`config.mk`:
```
export PLATFORM = sky130hd
export DESIGN_NAME = ysyx_25040109_lsu_axi_master
export DESIGN_NICKNAME = d
export VERILOG_FILES = /design/src/rtl/ysyx_25040109_lsu_pkg.sv /design/src/rtl/ysyx_25040109_lsu_lane.sv /design/src/rtl/ysyx_25040109_lsu_axi_master.sv
export SDC_FILE = /design/constraint.sdc
export NUM_CORES = 1
export LEC_CHECK = 0
export BUFFER_PORTS_ARGS = -buffer_cell sky130_fd_sc_hd__buf_2
export CAP_MARGIN = 0
export CORE_MARGIN = 2
export CORE_UTILIZATION = 44
export DETAILED_ROUTE_END_ITERATION = 7
export GPL_TIMING_DRIVEN = 0
export PLACE_DENSITY = 0.82
export SLEW_MARGIN = 5
export SYNTH_ARGS = -nofsm -noshare
export SYNTH_HDL_FRONTEND = slang
export SYNTH_HIERARCHICAL = 1
export SYNTH_SLANG_ARGS = --single-unit
```
`constraint.sdc`:
```
create_clock -name clk -period 2.6 [get_ports clk]
set_clock_uncertainty 0.2 [all_clocks]
set_input_delay 0 -clock clk [delete_from_list [all_inputs] [get_ports clk]]
set_output_delay 0 -clock clk [all_outputs]
set_load 0.1 [all_outputs]
```
`src/rtl/ysyx_25040109_lsu_pkg.sv`:
```
`default_nettype none
// ============================================================================
//  Module      : ysyx_25040109_lsu_pkg
//  Description : Shared encodings for the load/store bus initiator: access
//                sizes, bus response codes and the controller state type.
//  Revision    : 1.0 - initial release
// ============================================================================
package ysyx_25040109_lsu_pkg;

    // Access size encodings carried on req_size
    localparam logic [1:0] SZ_B = 2'd0;
    localparam logic [1:0] SZ_H = 2'd1;
    localparam logic [1:0] SZ_W = 2'd2;

    // Bus response code for a successful transfer
    localparam logic [1:0] RESP_OKAY = 2'b00;

    // Controller states
    typedef enum logic [2:0] {
        ST_IDLE    = 3'd0,
        ST_RD_ADDR = 3'd1,
        ST_RD_DATA = 3'd2,
        ST_WR_REQ  = 3'd3,
        ST_WR_RESP = 3'd4,
        ST_DONE    = 3'd5
    } lsu_state_e;

    // True when the access cannot be served as a single naturally aligned beat.
    // Size 3 is not a legal encoding and is folded into the same trap.
    function automatic logic is_misaligned(input logic [1:0] size, input logic [1:0] addr_lo);
        logic bad;
        case (size)
            SZ_B:    bad = 1'b0;
            SZ_H:    bad = addr_lo[0];
            SZ_W:    bad = (addr_lo != 2'b00);
            default: bad = 1'b1;
        endcase
        return bad;
    endfunction

endpackage
`default_nettype wire

```
`src/rtl/ysyx_25040109_lsu_lane.sv`:
```
`default_nettype none
// ============================================================================
//  Module      : ysyx_25040109_lsu_lane
//  Description : Byte-lane logic for a 32-bit bus: write strobe generation,
//                write-data replication, misalignment detection and read
//                data extraction with sign/zero extension. Purely
//                combinational so it can be shared with the fetch path.
//  Revision    : 1.0 - initial release
// ============================================================================
module ysyx_25040109_lsu_lane
    import ysyx_25040109_lsu_pkg::*;
(
    input  logic [1:0]  addr_lo,
    input  logic [1:0]  size,
    input  logic        is_unsigned,
    input  logic [31:0] wdata,
    input  logic [31:0] rdata,
    output logic [3:0]  strb,
    output logic [31:0] wdata_rep,
    output logic        misalign,
    output logic [31:0] rdata_ext
);

    logic [31:0] shifted;

    // Strobe and replicated store data so every lane the strobe may select holds the value
    always_comb begin
        strb      = 4'b0000;
        wdata_rep = wdata;
        case (size)
            SZ_B: begin
                strb      = 4'b0001 << addr_lo;
                wdata_rep = {4{wdata[7:0]}};
            end
            SZ_H: begin
                strb      = 4'b0011 << addr_lo;
                wdata_rep = {2{wdata[15:0]}};
            end
            SZ_W: begin
                strb      = 4'b1111;
                wdata_rep = wdata;
            end
            default: begin
                strb      = 4'b0000;
                wdata_rep = wdata;
            end
        endcase
    end

    assign misalign = is_misaligned(size, addr_lo);

    // Bring the addressed lane down to bit 0, then truncate and extend
    always_comb begin
        shifted   = rdata >> {addr_lo, 3'b000};
        rdata_ext = shifted;
        case (size)
            SZ_B:    rdata_ext = {{24{~is_unsigned & shifted[7]}},  shifted[7:0]};
            SZ_H:    rdata_ext = {{16{~is_unsigned & shifted[15]}}, shifted[15:0]};
            default: rdata_ext = shifted;
        endcase
    end

endmodule
`default_nettype wire

```
`src/rtl/ysyx_25040109_lsu_axi_master.sv`:
```
`default_nettype none
// ============================================================================
//  Module      : ysyx_25040109_lsu_axi_master
//  Description : Load/store bus initiator. Converts one CPU load or store at a
//                time into a single-beat AR/R or AW/W/B transaction, with
//                misalignment trapping, response/ID checking and a one-cycle
//                completion pulse. All bus-facing outputs are registered.
//  Revision    : 1.0 - initial release
// ============================================================================
module ysyx_25040109_lsu_axi_master
    import ysyx_25040109_lsu_pkg::*;
#(
    parameter logic [3:0] ID = 4'h1
) (
    input  logic        clk,
    input  logic        rst,            // asynchronous, active low

    // CPU side
    input  logic        req_valid,
    output logic        req_ready,
    input  logic        req_wen,
    input  logic [31:0] req_addr,
    input  logic [31:0] req_wdata,
    input  logic [1:0]  req_size,
    input  logic        req_unsigned,
    output logic        resp_valid,
    output logic [31:0] resp_rdata,
    output logic        resp_err,

    // Read address / data
    output logic        mem_arvalid,
    input  logic        mem_arready,
    output logic [31:0] mem_araddr,
    output logic [3:0]  mem_arid,
    input  logic        mem_rvalid,
    output logic        mem_rready,
    input  logic [31:0] mem_rdata,
    input  logic [1:0]  mem_rresp,
    input  logic [3:0]  mem_rid,
    input  logic        mem_rlast,

    // Write address / data / response
    output logic        mem_awvalid,
    input  logic        mem_awready,
    output logic [31:0] mem_awaddr,
    output logic        mem_wvalid,
    input  logic        mem_wready,
    output logic [31:0] mem_wdata,
    output logic [3:0]  mem_wstrb,
    input  logic        mem_bvalid,
    output logic        mem_bready,
    input  logic [1:0]  mem_bresp
);

    lsu_state_e  state;
    lsu_state_e  next_state;

    // Latched request
    logic [31:0] addr_q;
    logic [1:0]  size_q;
    logic        unsigned_q;

    // Write channel bookkeeping
    logic        aw_done;
    logic        w_done;
    logic        aw_done_nxt;
    logic        w_done_nxt;

    // Lane logic
    logic [1:0]  lane_addr;
    logic [1:0]  lane_size;
    logic [3:0]  lane_strb;
    logic [31:0] lane_wdata;
    logic        lane_misalign;
    logic [31:0] lane_rdata;

    // Completion values captured on entry to DONE
    logic        done_err;
    logic [31:0] done_rdata;

    logic        accept;

    assign req_ready   = (state == ST_IDLE);
    assign accept      = req_valid && req_ready;
    assign aw_done_nxt = aw_done || (mem_awvalid && mem_awready);
    assign w_done_nxt  = w_done  || (mem_wvalid  && mem_wready);
    assign mem_araddr  = addr_q;
    assign mem_awaddr  = addr_q;

    // In IDLE the lane sees the incoming request; afterwards the latched one
    assign lane_addr = (state == ST_IDLE) ? req_addr[1:0] : addr_q[1:0];
    assign lane_size = (state == ST_IDLE) ? req_size      : size_q;

    ysyx_25040109_lsu_lane u_lane (
        .addr_lo     (lane_addr),
        .size        (lane_size),
        .is_unsigned (unsigned_q),
        .wdata       (req_wdata),
        .rdata       (mem_rdata),
        .strb        (lane_strb),
        .wdata_rep   (lane_wdata),
        .misalign    (lane_misalign),
        .rdata_ext   (lane_rdata)
    );

    // State register
    always_ff @(posedge clk or negedge rst) begin
        if (!rst) begin
            state <= ST_IDLE;
        end else begin
            state <= next_state;
        end
    end

    // Next-state logic and the completion status that goes with entering DONE
    always_comb begin
        next_state = state;
        done_err   = 1'b0;
        done_rdata = 32'h0;
        case (state)
            ST_IDLE: begin
                if (accept) begin
                    if (lane_misalign) begin
                        next_state = ST_DONE;
                        done_err   = 1'b1;
                    end else if (req_wen) begin
                        next_state = ST_WR_REQ;
                    end else begin
                        next_state = ST_RD_ADDR;
                    end
                end
            end
            ST_RD_ADDR: begin
                if (mem_arvalid && mem_arready) begin
                    next_state = ST_RD_DATA;
                end
            end
            ST_RD_DATA: begin
                if (mem_rvalid) begin
                    next_state = ST_DONE;
                    done_err   = (mem_rresp != RESP_OKAY) || (mem_rid != ID) || !mem_rlast;
                    done_rdata = done_err ? 32'h0 : lane_rdata;
                end
            end
            ST_WR_REQ: begin
                if (aw_done_nxt && w_done_nxt) begin
                    next_state = ST_WR_RESP;
                end
            end
            ST_WR_RESP: begin
                if (mem_bvalid) begin
                    next_state = ST_DONE;
                    done_err   = (mem_bresp != RESP_OKAY);
                end
            end
            ST_DONE: begin
                next_state = ST_IDLE;
            end
            default: begin
                next_state = ST_IDLE;
            end
        endcase
    end

    // Registered bus and response outputs, derived from where the FSM is heading
    always_ff @(posedge clk or negedge rst) begin
        if (!rst) begin
            mem_arvalid <= 1'b0;
            mem_rready  <= 1'b0;
            mem_awvalid <= 1'b0;
            mem_wvalid  <= 1'b0;
            mem_bready  <= 1'b0;
            mem_arid    <= 4'h0;
            mem_wdata   <= 32'h0;
            mem_wstrb   <= 4'h0;
            aw_done     <= 1'b0;
            w_done      <= 1'b0;
            addr_q      <= 32'h0;
            size_q      <= SZ_B;
            unsigned_q  <= 1'b0;
            resp_valid  <= 1'b0;
            resp_err    <= 1'b0;
            resp_rdata  <= 32'h0;
        end else begin
            mem_arvalid <= (next_state == ST_RD_ADDR);
            mem_rready  <= (next_state == ST_RD_DATA);
            mem_awvalid <= (next_state == ST_WR_REQ) && !aw_done_nxt;
            mem_wvalid  <= (next_state == ST_WR_REQ) && !w_done_nxt;
            aw_done     <= (next_state == ST_WR_REQ) && aw_done_nxt;
            w_done      <= (next_state == ST_WR_REQ) && w_done_nxt;
            mem_bready  <= (next_state == ST_WR_RESP);
            mem_arid    <= ID;
            if (accept) begin
                addr_q     <= req_addr;
                size_q     <= req_size;
                unsigned_q <= req_unsigned;
                mem_wdata  <= lane_wdata;
                mem_wstrb  <= lane_strb;
            end
            resp_valid  <= (next_state == ST_DONE);
            resp_err    <= done_err;
            resp_rdata  <= done_rdata;
        end
    end

endmodule
`default_nettype wire
```
; Word-level counts from Yosys, hierarchy flattened
; Index checks and enable logic that the tools add are counted.
[classes]
addsub = 0
multipliers = 0
n_div = 0
order_cmp = 0
n_eq_ne = 12
shift = 3
muxes = 22
bitwise = 3
n_reduce_logical = 21
[ops]
columns = operator, count
row1 = $pmux W32 S2, 2
row2 = $mux W32, 3
row3 = $shr A32 B5 Y32, 1
row4 = $mux W3, 6
row5 = $pmux W3 S5, 1
row6 = $eq A3 B2 Y1 const B, 4
row7 = $pmux W4 S3, 1
row8 = $eq A3 B3 Y1 const B, 3
row9 = $logic_and A1 B1 Y1, 9
row10 = $eq A3 B1 Y1 const B, 2
row11 = $mux W2, 3
row12 = $pmux W1 S3, 2
row13 = $reduce_bool A2 Y1, 3
row14 = $logic_or A1 B1 Y1, 4
row15 = $mux W1, 4
row16 = $ne A4 B1 Y1 const B, 1
row17 = $shl A1 B2 Y4 const A, 1
row18 = $shl A2 B2 Y4 const A, 1
row19 = $logic_not A1 Y1, 3
row20 = $logic_not A3 Y1, 1
row21 = $and A1 B1 Y1, 2
row22 = $eq A2 B1 Y1 const B, 1
row23 = $eq A2 B2 Y1 const B, 1
row24 = $logic_not A2 Y1, 1
row25 = $not A1 Y1, 1
[totals]
ff_bits = 116
latch_bits = 0
ramBits = 0
romBits = 0
in_bits = 117
out_inout_bits = 144
wordCells = 78
mem_count = 0

; Longest topological paths before layout
; Gate-level depths: netlist of run 1.
[depth]
word_depth = 9
depth_mapped = 14
ltp_nobuf = 9

; Modules after synthesis
; The synthesis of run 1 kept the hierarchy.
[by_module_without_submodules]
columns = module, instances, cells_per_inst, area_per_inst_um2, seq_area_each_um2
row1 = ysyx_25040109_lsu_axi_master, 1, 322, 4730.8, 2902.8
row2 = ysyx_25040109_lsu_lane, 1, 189, 1373.8, 0.0

; Least setup slack after synthesis of run 1
; Ideal clock, no wire load.
[synth_timing]
path_kind = reg-to-reg
from = register state[2]
to = register mem_arvalid
t_arrival_ns = 3.699
required_time_ns = 2.289
path_slack_ns = -1.411
stages_incl_launch_ff = 12
path_buffers = 4
period_less_slack_ns = 4.011
cell_sequence = dfrtp_1 > buf_6 > nor3_2 > mux2_2 > buf_2 > clkbuf_1 > buf_2 > o21ai_0 > a21oi_1 > nand3b_4 > o211ai_1 > a2111oi_2
[synth_via]
elab_chain_len = 8
word_cells_on_any_way = 21
classes_between = eq/ne (7) / mux (10) / reduce/logical (4)
[synth_rtl]
columns = element, line
row1 = start: declaration, ysyx_25040109_lsu_axi_master.sv:55  ; lsu_state_e state;
row2 = start signal: assignment, ysyx_25040109_lsu_axi_master.sv:111  ; state <= next_state;
row3 = $logic_not A3 Y1, ysyx_25040109_lsu_axi_master.sv:83  ; assign req_ready = (state == ST_IDLE);
row4 = named net req_ready, ysyx_25040109_lsu_axi_master.sv:20  ; output logic req_ready,
row5 = $mux W2, ysyx_25040109_lsu_axi_master.sv:91  ; assign lane_addr = (state == ST_IDLE) ? req_addr[1:0] : addr_q[1:0];
row6 = named net lane_addr[1], ysyx_25040109_lsu_axi_master.sv:70  ; logic [1:0] lane_addr;
row7 = $reduce_bool A2 Y1, ysyx_25040109_lsu_pkg.sv:35  ; SZ_W: bad = (addr_lo != 2'b00);
row8 = $pmux W1 S3, ysyx_25040109_lsu_pkg.sv:32  ; case (size)
row9 = named net lane_misalign, ysyx_25040109_lsu_axi_master.sv:74  ; logic lane_misalign;
row10 = $mux W3, ysyx_25040109_lsu_axi_master.sv:123  ; if (lane_misalign) begin
row11 = $mux W3, ysyx_25040109_lsu_axi_master.sv:122  ; if (accept) begin
row12 = $pmux W3 S5, ysyx_25040109_lsu_axi_master.sv:120  ; case (state)
row13 = named net next_state[1], ysyx_25040109_lsu_axi_master.sv:56  ; lsu_state_e next_state;
row14 = $eq A3 B1 Y1, ysyx_25040109_lsu_axi_master.sv:185  ; mem_arvalid <= (next_state == ST_RD_ADDR);
row15 = end signal: assignment, ysyx_25040109_lsu_axi_master.sv:185
row16 = end: declaration, ysyx_25040109_lsu_axi_master.sv:31  ; output logic mem_arvalid,
; The timed path passes the listed nets, and every way through them passes these cells.
; A chain may end at the register's enable or synchronous reset.

; Worst setup path after layout of run 1
[layout_timing]
from = register state[2]
to = register mem_bready
[layout_via]
elab_chain_len = 8
word_cells_on_any_way = 21
classes_between = eq/ne (7) / mux (10) / reduce/logical (4)
[layout_rtl]
columns = element, line
row1 = $logic_not A3 Y1, ysyx_25040109_lsu_axi_master.sv:91
row2 = $mux W2, ysyx_25040109_lsu_axi_master.sv:91
row3 = named net lane_addr[1], ysyx_25040109_lsu_axi_master.sv:70
row4 = $reduce_bool A2 Y1, ysyx_25040109_lsu_pkg.sv:35
row5 = $pmux W1 S3, ysyx_25040109_lsu_pkg.sv:32
row6 = named net lane_misalign, ysyx_25040109_lsu_axi_master.sv:74
row7 = $mux W3, ysyx_25040109_lsu_axi_master.sv:123
row8 = $mux W3, ysyx_25040109_lsu_axi_master.sv:122
row9 = $pmux W3 S5, ysyx_25040109_lsu_axi_master.sv:120
row10 = named net next_state[2], ysyx_25040109_lsu_axi_master.sv:56
row11 = $eq A3 B3 Y1, ysyx_25040109_lsu_axi_master.sv:191  ; mem_bready <= (next_state == ST_WR_RESP);
row12 = end signal: assignment, ysyx_25040109_lsu_axi_master.sv:191
row13 = end: declaration, ysyx_25040109_lsu_axi_master.sv:51  ; output logic mem_bready,
; The timed path passes the listed nets, and every way through them passes these cells.

==> impl_metrics.ini, run 1 <==
[critical_path]
crit_top_cell = buf_6
crit_path_cell_trace = buf_6 -> nor3_4 -> mux2_4 -> clkbuf_8 -> buf_6 -> o21ai_4 -> a21oi_4 -> a21oi_2 -> nor3_2 -> a211oi_2 -> inv_1 -> and2_1
crit_type = register to register
cp.arrival_ns = 2.80
crit_required_ns = 2.69
cpPeakStageDelay_ns = 0.39
worst_setup_path_end_kind = register
worst-path-buf-inv = 4
critPathLaunchType = register
crit_family = compound AO/OA/AOI/OAI gates
reg2reg_slack_ns = -0.11
slowest_stage = dfrtp_1
path_max_fanout = 10

[synthesis]
synth_most_common_cell = dfrtp_1
synthCells = 511
ys_types = 50
synth_xor_area_share_pct = 0
synth_top_area_share_pct = 47.6
synth_top_family_by_area = multiplexers
synth_commonest_cells = dfrtp_1, mux2_2, buf_4, nand2_1, and2_1
ys_ff_latch = 116
synth_area_leaders = dfrtp_1, mux2_2, buf_4
yosys.area.top_type = dfrtp_1
synth_flop_cell = dfrtp_1
synth-edff-count = 0
avgSynthCellArea_um2 = 11.9
synth_compound_area_share_pct = 8.26
netlist_area_um2 = 6100
synthMuxAreaShare_pct = 22.9
synth-simple-area-share_pct = 10.3
yosysSeqAreaShare_pct = 47.6
synthAdderAreaFrac_pct = 0
synthArstFlopShare_pct = 100
yosysWarnings = 6

[floorplanning]
die_h_um = 122
die_w_um = 122
core_area_um2 = 13700
rows = 43
die-area_um2 = 14800
initial_utilization_pct = 44.5
ios = 261

[clocking]
clock_path_buffers = 2
cts_sinks = 116
cts_root_buf = clkbuf_16
clock_latency_ns = 0.41
clkSlewWorstSetupHoldPaths_ns = 0.06
h-tree-depth = 4
cts_tree = done
cts_buffers = 17

[grt]
grt_pass1_wl_um = 29600
grt_max_degree = 60
grt_pass1_vias = 5883
antenna_found_initial = 1
track_usage_pct = 26.1
grt.overflow.total = 0

[cells_and_area]
drive_gt1_share_pct = 56.7
nNetsFinal = 1044
area.growth.synth_to_final_pct = 63.0

[timing]
worst_hold_slack_ns = 0.160
setup_viol = 34
setup_slack_ns = -0.111
fin_tns_setup_ns = -1.66
min_period_ns = 2.71
fin_crit_sh_pct = 104
slew_violations = 0
finalHoldViolCount = 0
grt_setup_unrepaired = true
clock.fmax_mhz = 369
relSlewSlack_pct = 62.0
worst_pin_slew_ns = 0.569

[route]
ant_nets = 0
drc = 0
routed_wl_um = 19800
route.vias.total = 5609
drt_first_pass_iters = 5
wire_per_inst_um = 17.7
vias_per_cell = 5.01
drt_iter0_drc = 343

[place]
port-buffer-count = 257
pre_cts_slack_ns = -0.546
dpl.hpwl_um = 12000
place.gp.congestion = 0.880

[flow_run]
cap_violations = 0

[outcome]
status = complete, but fails checks
violations = setup timing

[hold_path]
holdCritPathClass = input port to register
-- layout by cell type (no fill, tap or decap), drive strengths merged, types with 2 or more instances in the layout --
cell	instances
a21oi	23
and2	34
and2b	2
buf	358
bufinv	4
clkbuf	24
clkinv	2
conb	4
dfrtp	116
dlygate4sd3	113
inv	6
mux2	101
mux2i	25
nand2	34
nand3	2
nand3b	2
nor2	9
nor2b	7
nor3	4
o211ai	19
o21ai	21
or2	9
-- sequential cells by signal (all words and copies together) (netlist names) --
| name | flops |
|---|---|
| mem_araddr | 32 |
| mem_wdata | 32 |
| resp_rdata | 32 |
| mem_wstrb | 4 |
| state | 3 |
| size_q | 2 |
| aw_done | 1 |
| mem_arid | 1 |
| mem_arvalid | 1 |
| mem_awvalid | 1 |
| mem_bready | 1 |
| mem_rready | 1 |
| mem_wvalid | 1 |
| resp_err | 1 |
| resp_valid | 1 |
| unsigned_q | 1 |
| w_done | 1 |
-- per-layer routing --
metal / global-route usage [%] / vias to the layer above / part of all wire [%]
met5: 0 / - / 0
met4: 12.0 / 0 / 2.9
met3: 6.23 / 51 / 6.5
met2: 47.2 / 267 / 52
met1: 28.9 / 2727 / 38
li1: - / 2564 / -
-- timing repair --
item,in CTS,in global routing
cloned,0,1
pin swaps,6,7
gates resized for setup,18,60
endpoints found under the hold margin,226,0
hold buffers,114,0
endpoints found under the setup margin,47,47
buffers inserted,17,12
-- worst min-delay path, stage by stage --
cell and delay (ns):
dlygate4sd3_1 0.52, buf_2 0.09, mux2_2 0.13
-- kinds of logic after synthesis --
family / count (synthesis)
multiplexers: 126
other: 2
AND/OR/NAND/NOR: 111
AO/OA/AOI/OAI: 73
buffers and inverters: 83
flip-flops: 116
-- path summary, 6_finish.rpt --
| check | start | cells after the start | end |
|---|---|---|---|
| hold reg to reg | mem_wstrb[0] | 1 | mem_wstrb[0] |
| setup / recovery | state[2] | 12 | mem_bready |
| min in group asynchronous | rst | 3 | mem_arid[0] |
| hold / removal | req_addr[28] | 3 | mem_araddr[28] |
| max in group asynchronous | rst | 4 | mem_wdata[8] |
| setup reg to reg | state[2] | 12 | mem_bready |
-- cell type report --
type,instances,area (um^2)
Antenna cell,1,2.50
Buffer,72,703
Clock buffer,22,494
Clock inverter,8,146
Fill cell,871,3770
Inverter,5,18.8
Multi-Input combinational cell,314,2720
Sequential cell,116,2900
Tap cell,180,225
Timing Repair Buffer,401,2730
-- stage by stage --
stage                     cells  util (%)  area (um^2)
final                      1119      72.5         9950
after detailed placement    951      56.4         7730
after floorplan             513         -         6190
after global placement      950      56.1         7700
after CTS                  1107      70.6         9680
after global routing       1119      72.5         9950
Power of run 1 is left out: the tool's default activity adds up to more than one toggle a clock period on the data nets, which glitch-free logic cannot reach.
==> inputs of run 2 (changes only) <==
--- a/config.mk
+++ b/config.mk
@@ -17,3 +17,4 @@
 export SYNTH_HDL_FRONTEND = slang
 export SYNTH_HIERARCHICAL = 1
 export SYNTH_SLANG_ARGS = --single-unit
+export TNS_END_PERCENT = 50
==> run 2 against run 1 <==
Against the previous run:
- the flow now finishes without violations
- setup slack better by 0.16 ns
- sequential cell count stayed put
- largest cell class unchanged
- first-iteration DRC count is 8.5% lower
- via count is 0.78% higher
- critical endpoint is now resp_rdata[10]
- clock-buffer cell count is 3 lower
- final area is 1.6% lower
==> impl_metrics.ini, run 2 (same netlist as run 1, synthesis figures left out) <==
[outcome]
status = complete, no violations

[timing]
clock.fmax_mhz = 391
fin_crit_sh_pct = 98.3
finalHoldViolCount = 0
grt_setup_unrepaired = true
relSlewSlack_pct = 56.0
setup_slack_ns = 0.0442
setup_viol = 0
slew_violations = 0
worst_pin_slew_ns = 0.655
min_period_ns = 2.56

[flow_run]
cap_violations = 0

[grt]
track_usage_pct = 26.5
antenna_found_initial = 1
grt_pass1_wl_um = 30200
grt_pass1_vias = 6042
grt_max_degree = 72
grt.overflow.total = 0

[route]
drt_iter0_drc = 314
route.vias.total = 5653
drc = 0
wire_per_inst_um = 17.6
ant_nets = 0
routed_wl_um = 19700
drt_first_pass_iters = 5
vias_per_cell = 5.03

[cells_and_area]
drive_gt1_share_pct = 54.9
nNetsFinal = 1046
area.growth.synth_to_final_pct = 60.4
num-fill-cells = 908
layout_common_cells = buf_2, dfrtp_1, dlygate4sd3_1, mux2_2, buf_4
final_common_cell = buf_2

[critical_path]
critPathLaunchType = register
path_max_fanout = 9
ff2ff_path_depth = 10
crit_required_ns = 2.75
r2r_start = state[0]
crit_type = register to register
worst_setup_path_end_kind = register
cp.arrival_ns = 2.71
worstSetupStartpoint = state[0]

[floorplanning]
die_h_um = 122
die-area_um2 = 14800
die_w_um = 122
rows = 43
ios = 261
initial_utilization_pct = 44.5
core_area_um2 = 13700

[clocking]
clock_latency_ns = 0.41
cts_root_buf = clkbuf_16
cts_tree = done
clkSlewWorstSetupHoldPaths_ns = 0.06
cts_buffers = 17
clock_path_buffers = 2
cts_sinks = 116
h-tree-depth = 4

[place]
pre_cts_slack_ns = -0.522
place.gp.congestion = 0.857
port-buffer-count = 257
dpl.hpwl_um = 11900

[hold_path]
hold_path.startpoint = req_addr[25]
holdCritPathClass = input port to register
holdPathStages = 3
## run 2: cell count changes in the layout (fill, tap and decap cells not counted), sizes merged, moves of 2 or more
cell,delta
clkbuf,+2
clkinv,+7
buf,-6
inv,-2
dlygate4sd3,+3
## run 2: per-layer routing
metal | GRT usage (%) | part of all wire [%] | wire (um) | vias up
li1 | - | - | - | 2568
met1 | 29.0 | 37 | 7350 | 2777
met2 | 48.4 | 53 | 10600 | 262
met3 | 6.37 | 6.5 | 1290 | 46
met4 | 12.1 | 2.7 | 539 | 0
met5 | 0 | 0 | 0 | -
## run 2: worst max-delay path, stage by stage (launching register included)
cell     delay [ns]
dfrtp_1        0.43
nor3_4         0.23
buf_6          0.14
mux2_4         0.34
buf_12         0.14
buf_12         0.11
buf_4          0.18
mux2i_1        0.15
or2_2          0.30
a21oi_2        0.14
and2_1         0.13
## run 2: what timing repair did
| item | CTS | global route |
|---|---|---|
| gates resized for setup | 19 | 12 |
| cloned | 0 | 0 |
| pin swaps | 8 | 8 |
| endpoints found under the setup margin | 61 | 31 |
| setup buffers | 18 | 11 |
| hold endpoints to repair | 226 | 0 |
| hold buffers | 117 | 0 |
## run 2: worst paths after layout
kind | to | slack, ns
worst max register to register | resp_rdata[10] | 0.04
worst max-delay path | resp_rdata[10] | 0.04
max in group asynchronous | resp_rdata[4] | 1.37
min in group asynchronous | mem_wdata[16] | 0.49
worst min register to register | mem_wstrb[1] | 0.30
worst min-delay path | mem_araddr[25] | 0.15
## run 2: stage by stage
| step | instances | util, % | instance area (um^2) | hold slack (ns) | setup TNS, ns |
|---|---|---|---|---|---|
| 3_3_place_gp | 950 | 56.0 | 7680 | 0.0309 | -19.85 |
| 3_5_place_dp | 951 | 56.3 | 7720 | -0.244 | -8.12 |
| 6_report | 1123 | 71.4 | 9790 | 0.152 | 0 |
| 2_1_floorplan | 513 | - | 6170 | -0.496 | -34.56 |
| 5_1_grt | 1123 | 71.4 | 9790 | 0.150 | -0.496 |
| 4_1_cts | 1114 | 70.6 | 9690 | 0.131 | -0.0208 |
## run 2: cell type report
type / instances / area, um^2 / share of cell area (%)
clock inverter: 13 / 160 / 1.64
buffer: 71 / 662 / 6.76
tap: 180 / 225 / 2.30
inverter: 5 / 31.3 / 0.319
timing repair buffer: 404 / 2740 / 28.0
antenna: 1 / 2.50 / 0.0256
multi-input combinational: 314 / 2630 / 26.9
clock buffer: 19 / 433 / 4.42
sequential: 116 / 2900 / 29.6
Power of run 2 is left out for the same reason.
